### src/rtl/imem_arbiter.sv
// imem_arbiter
//   Shares the single combinational imem read port between the fetch path
//   (requester 0) and the loader/debug read path (requester 1). Grants are
//   combinational and issued every cycle. Read data is registered, so a grant
//   in cycle T gives rdata/validX in cycle T+1.
//
// Parameters
//   n          data width (imem word width)
//   r          word address width (2**r imem slots)
//   BURST_MAX  max consecutive grants to one requester while the other waits
//
// Ports
//   clk            rising-edge clock
//   rst_n          asynchronous active-low reset
//   req0/addr0     fetch read request / word address
//   gnt0           fetch granted this cycle (combinational)
//   valid0         rdata holds a fetch result (registered)
//   req1/addr1     loader/debug read request / word address
//   gnt1           loader/debug granted this cycle (combinational)
//   valid1         rdata holds a loader/debug result (registered)
//   rdata          registered read data, shared by both requesters
//   imem_addr      address driven to the imem
//   imem_readdata  combinational read data from the imem
//
// Build option
//   IMEM_ARB_FIXED_PRI_EN  when defined, requester 0 always wins contention;
//                          the owner/run counter are dropped and BURST_MAX is
//                          ignored. Undefined: bounded-run round-robin.

module imem_arbiter #(
  parameter int n         = 32,
  parameter int r         = 6,
  parameter int BURST_MAX = 4
) (
  input  logic         clk,
  input  logic         rst_n,
  input  logic         req0,
  input  logic [r-1:0] addr0,
  output logic         gnt0,
  output logic         valid0,
  input  logic         req1,
  input  logic [r-1:0] addr1,
  output logic         gnt1,
  output logic         valid1,
  output logic [n-1:0] rdata,
  output logic [r-1:0] imem_addr,
  input  logic [n-1:0] imem_readdata
);

  logic w_gnt0;
  logic w_gnt1;

`ifdef IMEM_ARB_FIXED_PRI_EN

  always_comb begin
    w_gnt0 = req0;
    w_gnt1 = req1 & ~req0;
  end

`else

  localparam int CW = $clog2(BURST_MAX + 1);
  localparam logic [CW-1:0] CNT_MAX = CW'(BURST_MAX);
  localparam logic [CW-1:0] CNT_ONE = CW'(1);

  // r_owner: last requester granted; r_cnt: length of its current run.
  logic          r_owner;
  logic [CW-1:0] r_cnt;
  logic          w_owner_nxt;
  logic [CW-1:0] w_cnt_nxt;

  always_comb begin
    w_gnt0      = 1'b0;
    w_gnt1      = 1'b0;
    w_owner_nxt = r_owner;
    w_cnt_nxt   = r_cnt;
    if (req0 && req1) begin
      if (r_cnt == CNT_MAX) begin
        // Run exhausted: hand over to the waiting side.
        w_gnt0      = r_owner;
        w_gnt1      = ~r_owner;
        w_owner_nxt = ~r_owner;
        w_cnt_nxt   = CNT_ONE;
      end else begin
        w_gnt0    = ~r_owner;
        w_gnt1    = r_owner;
        w_cnt_nxt = r_cnt + CNT_ONE;
      end
    end else if (req0 || req1) begin
      w_gnt0 = req0;
      w_gnt1 = req1;
      if (r_owner == req1) begin
        // Uncontended run by the owner: count saturates so a later
        // contention hands over immediately.
        if (r_cnt != CNT_MAX) begin
          w_cnt_nxt = r_cnt + CNT_ONE;
        end
      end else begin
        w_owner_nxt = req1;
        w_cnt_nxt   = CNT_ONE;
      end
    end else begin
      w_cnt_nxt = '0;
    end
  end

  always_ff @(posedge clk or negedge rst_n) begin
    if (!rst_n) begin
      r_owner <= 1'b0;
      r_cnt   <= '0;
    end else begin
      r_owner <= w_owner_nxt;
      r_cnt   <= w_cnt_nxt;
    end
  end

`endif

  // Grants are forced low while reset is asserted, independent of clk.
  assign gnt0 = w_gnt0 & rst_n;
  assign gnt1 = w_gnt1 & rst_n;

  assign imem_addr = gnt1 ? addr1 : addr0;

  always_ff @(posedge clk or negedge rst_n) begin
    if (!rst_n) begin
      rdata  <= '0;
      valid0 <= 1'b0;
      valid1 <= 1'b0;
    end else begin
      if (gnt0 || gnt1) begin
        rdata <= imem_readdata;
      end
      valid0 <= gnt0;
      valid1 <= gnt1;
    end
  end

endmodule

### config.mk
export PLATFORM = sky130hd
export DESIGN_NAME = imem_arbiter
export DESIGN_NICKNAME = d
export VERILOG_FILES = /design/src/rtl/imem_arbiter.sv
export SDC_FILE = /design/constraint.sdc
export NUM_CORES = 1
export LEC_CHECK = 0
export ABC_AREA = 1
export BUFFER_PORTS_ARGS = -buffer_cell sky130_fd_sc_hd__buf_2
export CAP_MARGIN = 10
export CORE_MARGIN = 5
export CORE_UTILIZATION = 45
export DETAILED_ROUTE_END_ITERATION = 8
export PLACE_DENSITY_LB_ADDON = 0.3
export SYNTH_ARGS = -nofsm -noshare
export SYNTH_HDL_FRONTEND = slang
export SYNTH_SLANG_ARGS = --single-unit
### constraint.sdc
create_clock -name clk -period 1.7 [get_ports clk]
set_input_delay 0.085 -clock clk [delete_from_list [all_inputs] [get_ports clk]]
set_output_delay 0.085 -clock clk [all_outputs]
set_load 0.005 [all_outputs]
== Yosys cells after proc, flatten, opt, wreduce, memory -nomap -nowiden ==
Cells that the tools add are included.
Word-level totals
  input port bits: 48
  output and inout port bits: 42
  register bits after elaboration: 38
  logic and storage cells: 34
Operators by class
  muxes and demuxes: 15
  equal/unequal tests: 5
  reductions and logical operators: 5
  bitwise operators: 3
  add/sub/neg operators: 1
Operators by type and width (count)
  3-bit 2-to-1 mux: 5
  1-bit 2-to-1 mux: 9
  6-bit 2-to-1 mux: 1
  4-bit by 3-bit inequality test with 1-bit output, second input constant: 1
  3-bit by 1-bit adder with 3-bit output, second input constant: 1
  3-bit equality test, second input constant: 1
  3-bit inequality test, second input constant: 1
  1-bit bitwise AND: 2
  1-bit logical OR: 2
  2-bit inequality test, second input constant: 1
  2-bit AND reduction: 1
  2-bit nonzero test: 1
  1-bit equality test: 1
  1-bit logical AND: 1
  1-bit inverter: 1

== Longest topological paths before layout ==
Gate-level depths: netlist of the first run.
  depth after elaboration: 5
  mapped depth: 10
  mapped depth without buffers: 9

== Worst setup path before layout of the first run ==
Ideal clock, no wire load.
  path type: register to register
  start point: register r_cnt[0]
  end point: register rdata[23]
  cell stages (with the launch flop): 11
  arrival: 1.291 ns
  setup time: 0.116 ns
  setup slack: 0.293 ns
  required time: 1.584 ns
  clock period less this slack: 1.407 ns
  path buffers: 2
  cells stage by stage: dfrtp_1 -> inv_1 -> ha_1 -> nand2_1 -> nand2_1 -> nand3_2 -> nand3_4 -> buf_8 -> buf_12 -> nand3_2 -> nand2_1
On the way
  longest elaborated chain between the ends: 5
  elaborated cells between the ends (all ways): 8
  classes of those cells: 1 x eq/ne; 4 x mux; 2 x bitwise; 1 x reduce/logical
Ends and longest elaborated chain
  start: declaration: line 68  | logic [CW-1:0] r_cnt;
  start signal: assignment: line 113  | r_cnt <= w_cnt_nxt;
  3-bit equality test (*): line 78  | if (r_cnt == CNT_MAX) begin
  1-bit 2-to-1 mux: line 78
  1-bit 2-to-1 mux: line 77  | if (req0 && req1) begin
  1-bit bitwise AND, on equally long branches: line 120, 121
  1-bit logical OR (*): line 131  | if (gnt0 || gnt1) begin
  end signal: assignment: line 132  | rdata <= imem_readdata;
  end: declaration: line 45  | output logic [n-1:0] rdata,
Mark *: on every way between the ends. The rest lies on a longest branch, timed or not.
A chain may end at the register's enable or synchronous reset.

== Final worst setup path of the first run ==
  start point: register r_cnt[1]
  end point: output gnt0
On the way
  longest elaborated chain between the ends: 4
Ends and longest elaborated chain
  3-bit equality test: line 78
  1-bit 2-to-1 mux: line 78
  1-bit 2-to-1 mux: line 77
  1-bit bitwise AND: line 120  | assign gnt0 = w_gnt0 & rst_n;
  end: declaration: line 39  | output logic gnt0,
No other way between the ends.

==> summary.txt, run 1 <==
Critical path
  • Worst R2R Start: r_cnt[1]$_DFFE_PN0P_
  • Crit Path Class: reg -> out
  • CP Data Required Time: 1.62 ns
  • Setup crit start kind: flop
  • WP data arrival: 1.58 ns
  • Crit. Startpoint: r_cnt[1]$_DFFE_PN0P_
  • Critical path fanouts, max: 4
  • Worst Setup End Kind: output port

Detailed routing
  • First drt pass iteration count: 4
  • Post-DR vias/cell: 4.83
  • Routed vias: 1874
  • Detailed Route Iter0 Violations: 107
  • ANT nets after route: 0
  • Post-DR wirelength/cell: 13.6 um
  • Post-route DRC: 0
  • Routed WL: 5280 um

Outcome
  • Status: finished clean

CTS
  • CTS max path bufs: 2
  • Skew-Pair Late Insertion Delay: 0.28 ns
  • Total CTS buffers: 5
  • CTS tree: built
  • Root buffer cell: clkbuf_8
  • CTS Sinks: 38
  • Worst-path clk slew: 0.07 ns
  • H-tree depth: 2

Floorplanning
  • Row cnt: 23
  • Die Ht: 74.7 um
  • Die ar.: 5580 um2
  • # IOs: 90
  • Chip width: 74.7 um
  • Initial Util: 46.8%
  • Core area: 4030 um2

Synthesis
  • Yosys top cell by area: dfrtp_1
  • Post-synthesis async set-or-reset flop share: 100%
  • Main synth FF type: dfrtp_1
  • Xor/xnor share of the synthesized area: 0.464%
  • EDFF count, synth: 0
  • Synth Area in Simple Gates: 34.7%
  • Mapped Avg Cell Area: 8.85 um2
  • Yosys cell types: 23
  • Synthesis-stage register bit count: 38
  • Compound-cell area share of the yosys netlist: 3.38%
  • Syn Nets: 265
  • Post-synthesis mux area share: 0%
  • Mapped Area: 1890 um2
  • Synth Instances: 213
  • Largest family of logic cells by synthesized area: simple AND/OR/NAND/NOR gates
  • Area share of fa/ha/maj cells after synthesis: 2.65%
  • Share of the synthesized area in the top cell type: 50.4%
  • Sequential element share of the synthesized area: 50.4%
  • Synth area leaders: dfrtp_1 50%, nand2_1 19%, nand3_1 6.4%, nand3_2 5.8%, buf_6 3.6%
  • Yosys warnings: 0

Place
  • DP Area: 2340 um2
  • GP Congestion: 0.920
  • HPWL after DPL: 3510 um
  • IO buf count: 89

Layout
  • Antenna diodes: 0
  • Final Cell Area: 2800 um2
  • P&R area growth vs syn: 48.5%
  • Layout cells sized above 1: 40.5%
  • Nets: 389
  • Final Core Density: 69.5%

Timing
  • Worst hold slack: 0.00229 ns
  • Slew @ Worst Pin: 0.332 ns
  • Clk_skew: 0.00506 ns
  • Slew HR: 77.8%
  • Fin. Hold Viols: 0
  • TNS Setup: 0 ns
  • Min Tclk post-route: 1.66 ns
  • Max-slew violations: 0
  • Final setup fails: 0
  • Unrepaired setup endpoints after global routing: yes
  • Max Fclk: 0.601 GHz
  • Post-route clock period utilization: 97.9%

Run
  • Max-Cap Viols: 0

Global routing
  • Initial antenna violation count: 0
  • First-pass GRT wire length: 8250 um
  • Largest net degree at the start of global routing: 33
  • Total gr overflow: 0
  • Aggregate global-route resource usage: 19.3%
  • Number of global-route vias before repair: 1822

Pwr
  • Combinational share of power: 29.8%
  • Tot Pwr: 2.71 mW
  • Int Power: 1.90 mW
  • Flop pwr share: 43.0%
  • Leakage power: 1.58 nW
  • PwrDens: 970 nW/um2
  • Switch Pwr: 0.817 mW
  • Clock power share: 27.2%
  • Sw frac: 30.1%
  • Peak supply drop: 0.568 mV

Min path
  • HP Class: in -> reg
  • Hold Startpoint: imem_readdata[0]
-- power groups by stage --
| stage | registers [mW] | logic (mW) | clock network (mW) |
|---|---|---|---|
| detailed placement | 1.18 | 0.652 | 0 |
| finish | 1.17 | 0.810 | 0.738 |
| floorplan | 1.18 | 0.356 | 0 |
| CTS | 1.16 | 0.743 | 0.757 |
| global placement | 1.17 | 0.633 | 0 |
| global route | 1.18 | 0.893 | 0.791 |
-- cells in the mapped netlist (2+ instances only) --
| cell | n |
|---|---|
| a31oi_1 | 2 |
| buf_2 | 2 |
| buf_6 | 6 |
| dfrtp_1 | 38 |
| ha_1 | 4 |
| inv_1 | 6 |
| inv_2 | 4 |
| nand2_1 | 97 |
| nand3_1 | 24 |
| nand3_2 | 11 |
| nor2_1 | 5 |
| o21ai_0 | 3 |
-- area by class of cell --
class	instances	area, um2
clock buffers	7	76.3
multi-input cells	155	835
well taps	50	62.6
flip-flops and latches	38	951
clock inverters	1	30.0
fillers	329	1230
repair buffers	127	803
inverters	10	42.5
-- cells by family after synthesis --
family | after synthesis
buf+inv | 21
xor+xnor | 1
compound gates | 8
simple gates | 141
flops | 38
fa+ha+maj | 4
-- cells in the final DEF, fill, tap and decap left out --
cell | Yosys | final
a31oi_1 | 2 | 1
a31oi_2 | 0 | 1
buf_12 | 1 | 1
buf_2 | 2 | 89
buf_4 | 1 | 13
bufinv_16 | 0 | 1
clkbuf_1 | 0 | 2
clkbuf_8 | 0 | 5
dfrtp_1 | 38 | 38
dlygate4sd3_1 | 0 | 24
ha_1 | 4 | 2
ha_2 | 0 | 1
ha_4 | 0 | 1
inv_1 | 6 | 5
inv_2 | 4 | 4
inv_6 | 0 | 1
nand2_1 | 97 | 95
nand2_2 | 1 | 3
nand2_8 | 0 | 1
nand3_1 | 24 | 23
nand3_2 | 11 | 12
nand3_4 | 1 | 2
nand4_1 | 1 | 1
nor2_1 | 5 | 5
o211ai_4 | 1 | 1
o21ai_0 | 3 | 3
o21ai_2 | 1 | 1
o22ai_1 | 1 | 1
xor2_1 | 1 | 1
-- what timing repair did --
action                                  4_1_cts  5_1_grt
endpoints found under the setup margin        8       40
gates cloned                                  1        0
endpoints found under the hold margin        37        0
pin swaps                                     1        1
gates resized for setup                       4        8
setup buffers                                 4        3
hold buffers                                 24        0
-- sequential cells by signal, summed over array words and instances (netlist names) --
signal	cells
r_owner	1
rdata	32
valid1	1
r_cnt	3
valid0	1
-- final timing paths --
check | to | slack [ns] | cells after the start
min in group asynchronous | rdata[26]$_DFFE_PN0P_ | 0.47 | 3
hold reg to reg | rdata[28]$_DFFE_PN0P_ | 0.50 | 2
setup reg to reg | rdata[29]$_DFFE_PN0P_ | 0.13 | 10
hold / removal | rdata[0]$_DFFE_PN0P_ | 0.002 | 3
setup / recovery | gnt0 | 0.04 | 7
max in group asynchronous | r_cnt[1]$_DFFE_PN0P_ | 0.34 | 4
-- layer usage --
| layer | track usage, % | up-vias | wire length [um] |
|---|---|---|---|
| li1 | - | 927 | - |
| met1 | 22.7 | 861 | 2100 |
| met2 | 34.0 | 78 | 2690 |
| met3 | 5.74 | 8 | 434 |
| met4 | 5.73 | 0 | 60 |
| met5 | 0 | - | 0 |
-- worst max-delay path, cell delays in order, from the launching register on --
cell	delay (ns)
dfrtp_1	0.39
inv_1	0.11
ha_4	0.15
nand2_2	0.07
inv_1	0.13
nand2_1	0.10
a31oi_2	0.21
buf_2	0.14
-- per-stage QoR --
step	setup slack, ns	instances
final	0.0358	388
after global routing	-0.0287	388
after CTS	0.00102	385
after detailed placement	0.0692	348
after global placement	0.117	348
after floorplan	0.293	213
No activity file was read; power rests on OpenSTA's default activity.
==> inputs of run 2 (changes only) <==
- clock period: 1.7 -> 2.1 ns (I/O delays scaled with it)
==> run 2 against run 1 <==
Net effect: clock skew down 0.0012 ns; core utilization down 9.6 points; cell area shrank 14%; sequential power shrank 19%; critical path type unchanged; highest routed layer unchanged.
==> summary.txt, run 2 (synthesized netlist as in run 1, its figures left out) <==
Pwr
  • Peak supply drop: 0.437 mV (-23%)
  • PwrDens: 849 nW/um2 (-12%)
  • Tot Pwr: 2.05 mW (-24%)
  • Leakage power: 1.42 nW (-10%)

Layout
  • Commonest non-fill, non-tap cells in the layout: 97 x nand2_1, 89 x buf_2, 38 x dfrtp_1, 24 x nand3_1, 11 x nand3_2
  • Antenna diodes: 0 (unchanged)
  • Nets: 354 (-9.0%)
  • Finished Layout Cells: 353 (-9.0%)
  • Largest Register: rdata
  • Layout cells sized above 1: 38.9% (-1.6 points)
  • Commonest non-fill, non-tap cell in the layout: nand2_1
  • Final Cell Area: 2410 um2 (-14%)
  • P&R area growth vs syn: 28.1%
  • Biggest regs: rdata (32), r_cnt (3)
  • Max FFs per register: 32 (unchanged)
  • Filler cells: 385 (+17%)
  • Final Core Density: 59.9% (-9.6 points)

Detailed routing
  • ANT nets after route: 0 (unchanged)
  • Post-DR vias/cell: 4.72 (-2.3%)
  • Routed vias: 1666 (-11%)
  • Detailed Route Iter0 Violations: 75 (-30%)
  • Routed WL: 4500 um (-15%)
  • Post-route DRC: 0 (unchanged)
  • Post-DR wirelength/cell: 12.7 um (-6.5%)
  • First drt pass iteration count: 4 (unchanged)

Place
  • Placed Cells: 344 (-1.1%)
  • IO buf count: 89 (unchanged)
  • DP Area: 2300 um2 (-1.8%)
  • HPWL after DPL: 3360 um (-4.2%)
  • GP Congestion: 0.834 (-9.4%)
  • Pre-CTS setup slack: 0.330 ns (+0.260 ns)

Floorplanning
  • Die Ht: 74.7 um (unchanged)
  • Initial Util: 46.8% (unchanged)
  • # IOs: 90 (unchanged)
  • Core area: 4030 um2 (unchanged)
  • Chip width: 74.7 um (unchanged)
  • Row cnt: 23 (unchanged)
  • Die ar.: 5580 um2 (unchanged)

Critical path
  • Critical path fanouts, max: 21 (+17)
  • CP Data Required Time: 2.00 ns (+0.38 ns)
  • WP data arrival: 1.83 ns (+0.25 ns)
  • Crit Path Class: reg -> out
  • Worst Setup End Kind: output port
  • Setup crit start kind: flop

CTS
  • Total CTS buffers: 5 (unchanged)
  • CTS tree: built
  • CTS max path bufs: 2 (unchanged)
  • H-tree depth: 2 (unchanged)
  • Worst-path clk slew: 0.07 ns (about the same)
  • CTS Sinks: 38 (unchanged)
  • Skew-Pair Late Insertion Delay: 0.28 ns (about the same)
  • Root buffer cell: clkbuf_8
  • Post-CTS setup repair buffer count: 0 (-4)

Run
  • Max-Cap Viols: 0 (unchanged)

Timing
  • Max-slew violations: 0 (unchanged)
  • Post-route clock period utilization: 92.2%
  • Worst hold slack: 0.0115 ns (+0.00923 ns)
  • Clk_skew: 0.00387 ns (-0.00119 ns)
  • Min Tclk post-route: 1.94 ns
  • Setup ws final: 0.164 ns (+0.129 ns)
  • Slew @ Worst Pin: 0.496 ns (+0.164 ns)
  • Fin. Hold Viols: 0 (unchanged)
  • Unrepaired setup endpoints after global routing: no
  • TNS Setup: 0 ns (unchanged)
  • Slew HR: 66.8% (-11 points)
  • Final setup fails: 0 (unchanged)
  • Max Fclk: 0.517 GHz

Global routing
  • Number of global-route vias before repair: 1651 (-9.4%)
  • Total gr overflow: 0 (unchanged)
  • First-pass GRT wire length: 7130 um (-14%)
  • Initial antenna violation count: 0 (unchanged)
  • Aggregate global-route resource usage: 16.6% (-2.7 points)
  • Largest net degree at the start of global routing: 33 (unchanged)

Min path
  • HP Class: in -> reg

Outcome
  • Status: finished clean
==> run 2: cell types whose count changed in the layout (fill, tap and decap cells not counted), moves of 2 or more <==
cell and delta:
buf_4 -10, dlygate4sd3_1 -23, ha_1 +2, nand2_1 +2, nand2_2 -2
==> run 2: final cells by class <==
cell class	instances	area [um2]	share of cell area [%]
clock buffer	7	76.3	3.16
multi-input combinational	154	777	32.2
inverter	10	40.0	1.66
timing repair buffer	93	478	19.8
tap	50	62.6	2.59
sequential	38	951	39.4
clock inverter	1	30.0	1.24
==> run 2: power by group <==
part | switching (mW) | leakage (nW) | internal (mW)
logic | 0.279 | 0.898 | 0.228
clock network | 0.246 | 0.0524 | 0.355
registers | 0.0842 | 0.468 | 0.860
==> run 2: path summary, 6_finish.rpt <==
path                                 startpoint                     to  slack, ns  cells past startpoint
max                        r_cnt[0]$_DFFE_PN0P_           imem_addr[5]       0.16                     10
min                            imem_readdata[3]   rdata[3]$_DFFE_PN0P_       0.01                      3
max reg2reg                r_cnt[0]$_DFFE_PN0P_  rdata[11]$_DFFE_PN0P_       0.34                      9
min reg2reg                rdata[3]$_DFFE_PN0P_   rdata[3]$_DFFE_PN0P_       0.50                      2
max in group asynchronous                 rst_n  rdata[10]$_DFFE_PN0P_       1.14                      3
min in group asynchronous                 rst_n       valid0$_DFF_PN0_       0.29                      2
==> run 2: worst max-delay path, stage by stage (launching register included) <==
cell and delay, ns:
dfrtp_1 0.37, inv_1 0.07, ha_1 0.21, nand2_1 0.09, nand2_1 0.07, nand3_2 0.09
nand3_4 0.24, inv_4 0.18, nand2_1 0.06, nand2_1 0.05, buf_2 0.11
==> run 2: routing by layer <==
layer	vias to the layer above	global-route usage, %	part of all wire [%]
met5	-	0	0
met4	0	5.14	0.93
met3	7	4.14	9.0
met2	63	29.2	47
met1	742	20.0	43
li1	854	-	-
==> run 2: timing repair <==
item | in CTS | in global routing
hold buffers | 1 | 0
resized for setup | 0 | 1
setup endpoints to repair | 0 | 5
endpoints found under the hold margin | 13 | 0
==> inputs of run 3 (changes only) <==
- CORE_UTILIZATION: 45 -> 35
==> run 3 against run 2 <==
Net effect: die area increased by 25%; core utilization shrank 11 points; setup slack improved by 0.088 ns; largest cell class unchanged.
==> summary.txt, run 3 (synthesized netlist as in run 1, its figures left out) <==
Global routing
  • Largest net degree at the start of global routing: 37 (+12%)
  • Initial antenna violation count: 0 (unchanged)
  • Number of global-route vias before repair: 1794 (+8.7%)
  • First-pass GRT wire length: 8050 um (+13%)
  • Aggregate global-route resource usage: 13.7% (-2.9 points)
  • Total gr overflow: 0 (unchanged)

Floorplanning
  • Row cnt: 26 (+13%)
  • Die Ht: 83.4 um (+12%)
  • Die ar.: 6960 um2 (+25%)
  • # IOs: 90 (unchanged)
  • Core area: 5170 um2 (+28%)
  • Chip width: 83.4 um (+12%)
  • Initial Util: 36.5% (-10 points)

Run
  • Max-Cap Viols: 0 (unchanged)

Pwr
  • Peak supply drop: 0.354 mV (-19%)
  • PwrDens: 781 nW/um2 (-8.0%)
  • Tot Pwr: 1.98 mW (-3.3%)
  • Leakage power: 1.47 nW (+3.3%)

Layout
  • Nets: 365 (+3.1%)
  • Biggest regs: rdata (32), r_cnt (3)
  • Commonest non-fill, non-tap cells in the layout: 97 x nand2_1, 89 x buf_2, 38 x dfrtp_1, 24 x nand3_1, 12 x nand3_2
  • Multi-input combinational cell area: 787 um2 (+1.3%)
  • Filler cells: 486 (+26%)
  • Layout cells sized above 1: 38.9% (-0.090 points)
  • Finished Layout Cells: 384 (+8.8%)
  • Max FFs per register: 32 (unchanged)
  • Commonest non-fill, non-tap cell in the layout: nand2_1
  • Seq. cell area: 951 um2 (unchanged)
  • Largest Register: rdata
  • P&R area growth vs syn: 34.7%
  • Final Core Density: 49.1% (-11 points)
  • Antenna diodes: 0 (unchanged)
  • Final Cell Area: 2540 um2 (+5.2%)

Critical path
  • CP Depth: 10 (unchanged)
  • Critical path fanouts, max: 6 (-71%)
  • Worst path cell trace: inv_1, ha_1, nand2_1, nand2_1, nand3_2, nand3_4, buf_12, nand2_1, nand2_1, buf_2
  • CP Data Required Time: 2.00 ns (about the same)
  • Setup crit start kind: flop
  • Crit Path Class: reg -> out
  • WP data arrival: 1.74 ns (-0.09 ns)
  • Crit path top cell by count: nand2_1
  • CP peak stage delay: 0.38 ns (about the same)
  • Delay-heaviest family, CP: simple AND/OR/NAND/NOR gates
  • Reg2Reg Depth: 10 (+1)
  • CP Buf/Inv Count: 3 (unchanged)
  • Worst Setup End Kind: output port
  • Slowest CP cell: dfrtp_1

Detailed routing
  • Detailed Route Iter0 Violations: 31 (-59%)
  • Routed vias: 1760 (+5.6%)
  • Routed WL: 4850 um (+7.9%)
  • Post-DR vias/cell: 4.58 (-2.9%)
  • Post-route DRC: 0 (unchanged)
  • ANT nets after route: 0 (unchanged)
  • First drt pass iteration count: 4 (unchanged)
  • Post-DR wirelength/cell: 12.6 um (-0.83%)

Place
  • IO buf count: 89 (unchanged)
  • GP Congestion: 0.763 (-8.5%)
  • Placed Cells: 364 (+5.8%)
  • HPWL after DPL: 3390 um (+0.88%)
  • Pre-CTS setup slack: 0.244 ns (-0.0855 ns)
  • DP Area: 2320 um2 (+1.1%)

Outcome
  • Status: finished clean

Timing
  • Min Tclk post-route: 1.85 ns (-0.0884 ns)
  • Setup ws final: 0.253 ns (+0.0884 ns)
  • Slew @ Worst Pin: 0.584 ns (+0.0878 ns)
  • Post-route clock period utilization: 88.0% (-4.2 points)
  • TNS Setup: 0 ns (unchanged)
  • Final setup fails: 0 (unchanged)
  • Worst hold slack: 0.00941 ns (-0.00212 ns)
  • Max Fclk: 0.541 GHz (+4.8%)
  • Max-slew violations: 0 (unchanged)
  • Clk_skew: 0.00730 ns (+0.00343 ns)
  • Unrepaired setup endpoints after global routing: no
  • Fin. Hold Viols: 0 (unchanged)
  • Slew HR: 60.9% (-5.9 points)

CTS
  • CTS Sinks: 38 (unchanged)
  • CTS max path bufs: 2 (unchanged)
  • Post-CTS sizing: 0 (unchanged)
  • Skew-Pair Late Insertion Delay: 0.29 ns (about the same)
  • Total CTS buffers: 5 (unchanged)
  • Root buffer cell: clkbuf_8
  • CTS tree: built
  • Worst-path clk slew: 0.08 ns (about the same)
  • H-tree depth: 2 (unchanged)

Min path
  • Hold Path Depth: 3 (unchanged)
  • HP Class: in -> reg
run 3: final cells by class:
class | count | share of cell area, %
clock buffer | 7 | 3.40
clock inverter | 1 | 0.197
timing repair buffer | 103 | 23.1
inverter | 10 | 1.48
tap | 70 | 3.45
multi-input combinational | 155 | 31.0
sequential | 38 | 37.4
run 3: timing repair:
item | in CTS | in global routing
endpoints found under the hold margin | 10 | 0
endpoints found under the setup margin | 0 | 6
buffers inserted | 0 | 2
hold buffers | 9 | 0
run 3: worst paths after layout:
kind / to / start / slack (ns)
min in group asynchronous: valid0$_DFF_PN0_ / rst_n / 0.25
min reg2reg: rdata[29]$_DFFE_PN0P_ / rdata[29]$_DFFE_PN0P_ / 0.50
max reg2reg: rdata[0]$_DFFE_PN0P_ / r_cnt[0]$_DFFE_PN0P_ / 0.29
max: imem_addr[2] / r_cnt[0]$_DFFE_PN0P_ / 0.25
max in group asynchronous: valid1$_DFF_PN0_ / rst_n / 1.13
min: rdata[19]$_DFFE_PN0P_ / imem_readdata[19] / 0.009
run 3: worst reg2reg max path, cell delays in order (launching register included):
cell	delay, ns
dfrtp_1	0.41
inv_1	0.10
ha_1	0.17
nand2_1	0.08
nand2_1	0.08
nand3_2	0.13
nand3_4	0.14
buf_4	0.17
nand2_4	0.20
nand2_1	0.15
nand2_1	0.06
run 3: per-layer routing:
metal	vias up	part of all wire (%)	routed length (um)	global-route usage (%)
li1	880	-	-	-
met2	60	47	2300	24.0
met4	0	0.99	48	4.01
met5	-	0	0	0
met3	6	7.7	374	5.15
met1	814	44	2130	15.6
run 3: report_power, final:
| part | total, mW | internal (mW) | switching, mW |
|---|---|---|---|
| Clock | 0.517 | 0.265 | 0.252 |
| Sequential | 0.941 | 0.859 | 0.0813 |
| Combinational | 0.526 | 0.244 | 0.282 |
